`src/rtl/ps2_key_receiver.sv`:
```
// PS/2 keyboard receiver: synchronizes the raw pins, deframes 11-bit frames and
// folds E0/F0 prefixes into a single key event with extended/break flags.
module ps2_key_receiver #(
  parameter int TIMEOUT_CYCLES = 50000
) (
  input  logic       clk_i,
  input  logic       rst_ni,
  input  logic       ps2_clk_i,
  input  logic       ps2_data_i,
  output logic [7:0] scan_code_o,
  output logic       break_o,
  output logic       extended_o,
  output logic       key_valid_o,
  output logic       frame_error_o
);

  localparam int TW = $clog2(TIMEOUT_CYCLES + 1);

  typedef enum logic [1:0] {IDLE, DATA, PARITY, STOP} state_e;

  logic       clk1_q, clk2_q, clk3_q;
  logic       dat1_q, dat2_q;
  logic [1:0] live_q;
  logic       armed_q;
  logic       edge_s;

  state_e     state_q, state_d;
  logic [2:0] bitcnt_q, bitcnt_d;
  logic [7:0] shift_q, shift_d;
  logic       par_q, par_d;
  logic [TW-1:0] tmo_q, tmo_d;
  logic       acc_q, acc_d;
  logic       err_q, err_d;
  logic       tmo_fire;

  logic       ext_pend_q, brk_pend_q;
  logic [7:0] scan_q;
  logic       brk_q, ext_q, kv_q, fe_q;

  // live_q marks when clk2_q holds a real pin sample, so reset values never arm the edge detector
  always_ff @(posedge clk_i or negedge rst_ni) begin
    if (!rst_ni) begin
      clk1_q  <= 1'b1;
      clk2_q  <= 1'b1;
      clk3_q  <= 1'b1;
      dat1_q  <= 1'b1;
      dat2_q  <= 1'b1;
      live_q  <= 2'b00;
      armed_q <= 1'b0;
    end else begin
      clk1_q  <= ps2_clk_i;
      clk2_q  <= clk1_q;
      clk3_q  <= clk2_q;
      dat1_q  <= ps2_data_i;
      dat2_q  <= dat1_q;
      live_q  <= {live_q[0], 1'b1};
      armed_q <= armed_q | (live_q[1] & clk2_q);
    end
  end

  assign edge_s = armed_q & clk3_q & ~clk2_q;

  always_comb begin
    state_d  = state_q;
    bitcnt_d = bitcnt_q;
    shift_d  = shift_q;
    par_d    = par_q;
    acc_d    = 1'b0;
    err_d    = 1'b0;
    tmo_fire = 1'b0;
    if (state_q == IDLE || edge_s) tmo_d = '0;
    else                           tmo_d = tmo_q + TW'(1);

    if (state_q != IDLE && !edge_s && tmo_q == TW'(TIMEOUT_CYCLES - 1)) begin
      tmo_fire = 1'b1;
      state_d  = IDLE;
      tmo_d    = '0;
    end else if (edge_s) begin
      case (state_q)
        IDLE: begin
          if (!dat2_q) begin
            state_d  = DATA;
            bitcnt_d = 3'd0;
          end
        end
        DATA: begin
          shift_d  = {dat2_q, shift_q[7:1]};
          bitcnt_d = bitcnt_q + 3'd1;
          if (bitcnt_q == 3'd7) state_d = PARITY;
        end
        PARITY: begin
          par_d   = dat2_q;
          state_d = STOP;
        end
        STOP: begin
          state_d = IDLE;
          if (dat2_q && (^{shift_q, par_q})) acc_d = 1'b1;
          else                               err_d = 1'b1;
        end
        default: state_d = IDLE;
      endcase
    end
  end

  always_ff @(posedge clk_i or negedge rst_ni) begin
    if (!rst_ni) begin
      state_q  <= IDLE;
      bitcnt_q <= 3'd0;
      shift_q  <= 8'h00;
      par_q    <= 1'b0;
      tmo_q    <= '0;
      acc_q    <= 1'b0;
      err_q    <= 1'b0;
    end else begin
      state_q  <= state_d;
      bitcnt_q <= bitcnt_d;
      shift_q  <= shift_d;
      par_q    <= par_d;
      tmo_q    <= tmo_d;
      acc_q    <= acc_d;
      err_q    <= err_d;
    end
  end

  // Output stage: a timeout fires directly, frame results arrive one cycle after the stop edge
  always_ff @(posedge clk_i or negedge rst_ni) begin
    if (!rst_ni) begin
      ext_pend_q <= 1'b0;
      brk_pend_q <= 1'b0;
      scan_q     <= 8'h00;
      brk_q      <= 1'b0;
      ext_q      <= 1'b0;
      kv_q       <= 1'b0;
      fe_q       <= 1'b0;
    end else begin
      kv_q <= 1'b0;
      fe_q <= 1'b0;
      if (err_q || tmo_fire) begin
        fe_q       <= 1'b1;
        ext_pend_q <= 1'b0;
        brk_pend_q <= 1'b0;
      end else if (acc_q) begin
        if (shift_q == 8'hE0) begin
          ext_pend_q <= 1'b1;
        end else if (shift_q == 8'hF0) begin
          brk_pend_q <= 1'b1;
        end else begin
          scan_q     <= shift_q;
          brk_q      <= brk_pend_q;
          ext_q      <= ext_pend_q;
          kv_q       <= 1'b1;
          ext_pend_q <= 1'b0;
          brk_pend_q <= 1'b0;
        end
      end
    end
  end

  assign scan_code_o   = scan_q;
  assign break_o       = brk_q;
  assign extended_o    = ext_q;
  assign key_valid_o   = kv_q;
  assign frame_error_o = fe_q;

endmodule

```
`config.mk`:
```
export PLATFORM = sky130hd
export DESIGN_NAME = ps2_key_receiver
export DESIGN_NICKNAME = d
export VERILOG_FILES = /design/src/rtl/ps2_key_receiver.sv
export SDC_FILE = /design/constraint.sdc
export NUM_CORES = 1
export LEC_CHECK = 0
export BUFFER_PORTS_ARGS = -buffer_cell sky130_fd_sc_hd__clkbuf_2
export CORE_MARGIN = 2
export CORE_UTILIZATION = 55
export CTS_CLUSTER_SIZE = 8
export DETAILED_ROUTE_END_ITERATION = 7
export GPL_ROUTABILITY_DRIVEN = 0
export GPL_TIMING_DRIVEN = 0
export HOLD_SLACK_MARGIN = 0.02
export PLACE_DENSITY = 0.72
export SETUP_SLACK_MARGIN = 0.4
export SYNTH_ARGS = -nofsm -noshare
export SYNTH_HDL_FRONTEND = slang
export SYNTH_SLANG_ARGS = --single-unit
```
`constraint.sdc`:
```
create_clock -name clk_i -period 5.95 [get_ports clk_i]
set_input_delay 0.2975 -clock clk_i [delete_from_list [all_inputs] [get_ports clk_i]]
set_output_delay 0.2975 -clock clk_i [all_outputs]
set_load 0.01 [all_outputs]
```
==> flow_summary.yaml <==
route:
  vias: 1606
  drtAntennaViolNets: 0
  viasPerCell: 5.65
  drc: 0
  drt_first_pass_iters: 4
  totalWireLength_um: 4160
  wl_per_cell_um: 14.7
  first_iter_violations: 71
placed_design:
  port_buffers: 15
  dp_hpwl_um: 2940
  pre_cts_slack_ns: 3.68
  dpl.cell_count: 274
logic_synthesis:
  synth_edf_count: 0
  yosys_warnings: 0
  async_flop_share_pct: 100
  seq_area_frac_synth_pct: 56.7
  synthSimpleGateAreaFrac_pct: 15.5
  synthFlopType: "dfrtp_1"
  synthAdderAreaFrac_pct: 3.66
  syn-num-nets: 220
  synthMuxAreaShare_pct: 6.06
  synth_area_per_cell_sq_um: 11.5
  synth_top_family_by_area: "simple AND/OR/NAND/NOR gates"
  yosysUniqueCellTypes: 45
  syn_inst: 209
  ys_ff_latch: 54
  synth_compound_area_share_pct: 8.05
  synthesis.area_sq_mm: 0.00239
  synthXorXnorAreaFrac_pct: 7.37
final_layout:
  stdcell_count: 284
  drive_above_1_share_pct: 19.2
  mostFrequentLayoutCell: "dfrtp_1"
  area_growth_syn_to_layout_pct: 11.9
  diodes: 0
  final_cell_mix: "49 x dfrtp_1, 21 x nor2_1, 15 x nand2_1"
  layout.nets: 244
die:
  fp.coreArea_sq_mm: 0.00409
  die_w_um: 70.0
  io_pins: 16
  initial_core_util_pct: 58.6
  die_area_sq_mm: 0.00490
  chipHeight_um: 70.0
  rows: 23
sta:
  final-hold-violation-count: 0
  finalSetupViolCount: 0
  period_share_pct: 38.1
  setup_ws_ns: 3.68
  holdWs_ns: 0.0590
  period_needed_ns: 2.27
  fmax_ghz: 0.441
  setup_tns_ns: 0
  rsz0062_at_grt: "false"
  clock-skew-final_ns: 0.00432
  slew_viol_final: 0
critical_path:
  critical_path_class: "reg2reg"
  r2r_start: "tmo_q[12]$_DFF_PN0_"
  r2r-end: "scan_code_o[5]$_DFFE_PN0P_"
  r2r_cells: 5
  r2r_slack_ns: 3.68
  cp_max_fo: 10
  cp-start-kind: "flip-flop"
  startpoint: "tmo_q[12]$_DFF_PN0_"
  crit_arrival_ns: 2.47
  cp.required_ns: 6.15
  cp-endpoint: "scan_code_o[5]$_DFFE_PN0P_"
  endpoint_kind: "flip-flop"
clock_tree:
  tritoncts: "done"
  htree_levels: 2
  cts_setup_buffers: 0
  numCtsBuffers: 5
  clockBufferDepth: 2
  clk_latency_ns: 0.31
  clk_pin_slew_ns: 0.09
  root_buffer: "clkbuf_8"
  clock_sinks: 54
global_routing:
  grt_pass1_vias: 1573
  grt_pass1_wl_um: 7230
  gr-total-overflow: 0
  antenna_found_initial: 0
  grt_max_degree: 55
  gr-usage-all-layers_pct: 19.3
power:
  power_density_mw_per_mm2: 407
  ir_drop_mv: 0.260
  p_leak_nw: 1.24
hold_path:
  hold_path.class: "in2reg"
outcome:
  status: "finished clean"
flow_run:
  max_cap_violations: 0
## synth_stat cells (all sizes together) (3+ instances only)
master | n | area, sq um
a31oi | 3 | 18.8
nand3 | 6 | 35.0
or3 | 3 | 18.8
nand2 | 15 | 56.3
o21ai | 10 | 50.1
dfrtp | 49 | 1230
and3 | 3 | 18.8
dfstp | 5 | 131
a21oi | 6 | 30.0
nor2 | 21 | 78.8
mux2 | 12 | 135
xnor2 | 13 | 114
inv | 12 | 45.0
nor4 | 3 | 18.8
nand2b | 3 | 18.8
nand4 | 3 | 18.8
nor3 | 4 | 20.0
ha | 7 | 87.6
clkbuf | 3 | 11.3
## registers in the layout, indices dropped and copies added (netlist names)
register and cells:
key_valid_o 1, ext_pend_q 1, clk1_q 1, live_q 2
clk2_q 1, bitcnt_q 3, shift_q 8, break_o 1
dat2_q 1, dat1_q 1, tmo_q 16, scan_code_o 8
acc_q 1, extended_o 1, err_q 1, armed_q 1
par_q 1, frame_error_o 1, state_q 2, clk3_q 1
brk_pend_q 1
## report_power, final
group          switching [W]  total [W]  internal (W)
sequential         0.0000690   0.000512      0.000443
clock               0.000113   0.000250      0.000137
combinational       0.000163   0.000327      0.000164
total               0.000346    0.00109      0.000744
## stage by stage
| stage | cell area (sq um) | power, W | utilization (%) |
|---|---|---|---|
| global placement | 2530 | 0.000821 | 62.0 |
| global route | 2680 | 0.00117 | 65.6 |
| floorplan | 2390 | 0.000751 | - |
| CTS | 2650 | 0.00110 | 64.8 |
| finish | 2680 | 0.00109 | 65.6 |
| detailed placement | 2530 | 0.000845 | 62.0 |
## layer usage
| metal | part of all wire [%] | vias to the layer above | global-route usage (%) | wire, um |
|---|---|---|---|---|
| met4 | 2.4 | 0 | 10.5 | 101 |
| met5 | 0 | - | 0 | 0 |
| met2 | 47 | 33 | 30.2 | 1950 |
| met1 | 47 | 793 | 24.6 | 1950 |
| met3 | 3.8 | 8 | 4.76 | 159 |
| li1 | - | 772 | - | - |
## timing repair
action	4_1_cts	5_1_grt
resized for setup	0	0
hold endpoints to repair	0	13
hold buffers	0	1
## how the worst min path moves through the flow
| stage | start | to | cells after the start |
|---|---|---|---|
| 2_1_floorplan | rst_ni | acc_q$_DFF_PN0_ | 0 |
| 3_3_place_gp | live_q[0]$_DFF_PN0_ | live_q[1]$_DFF_PN0_ | 0 |
| 3_5_place_dp | live_q[0]$_DFF_PN0_ | live_q[1]$_DFF_PN0_ | 0 |
| 4_1_cts | ps2_data_i | dat1_q$_DFF_PN1_ | 1 |
| 5_1_grt | ps2_clk_i | clk1_q$_DFF_PN1_ | 1 |
| 6_report | ps2_data_i | dat1_q$_DFF_PN1_ | 1 |
## cell families after synthesis
| logic type | after synthesis |
|---|---|
| AO/OA/AOI/OAI | 30 |
| XOR/XNOR | 17 |
| adder cells (fa/ha/maj) | 7 |
| buffers and inverters | 16 |
| flip-flops | 54 |
| multiplexers | 13 |
| other | 1 |
| AND/OR/NAND/NOR | 71 |
## worst max-delay path: stages (launching register included)
cell and delay [ns]:
dfrtp_1 0.44, nor4bb_1 0.43, nand4_1 0.32, o211ai_1 0.31, buf_2 0.29, mux2_2 0.37
## cell type report
class / count / area (sq um)
clock inverter: 1 / 30.0
multi-input combinational: 139 / 976
buffer: 4 / 16.3
inverter: 12 / 45.0
fill: 320 / 1410
sequential: 54 / 1360
clock buffer: 7 / 86.3
timing repair buffer: 17 / 105
tap: 50 / 62.6
Note: power is estimated with default switching activity, not from simulation.
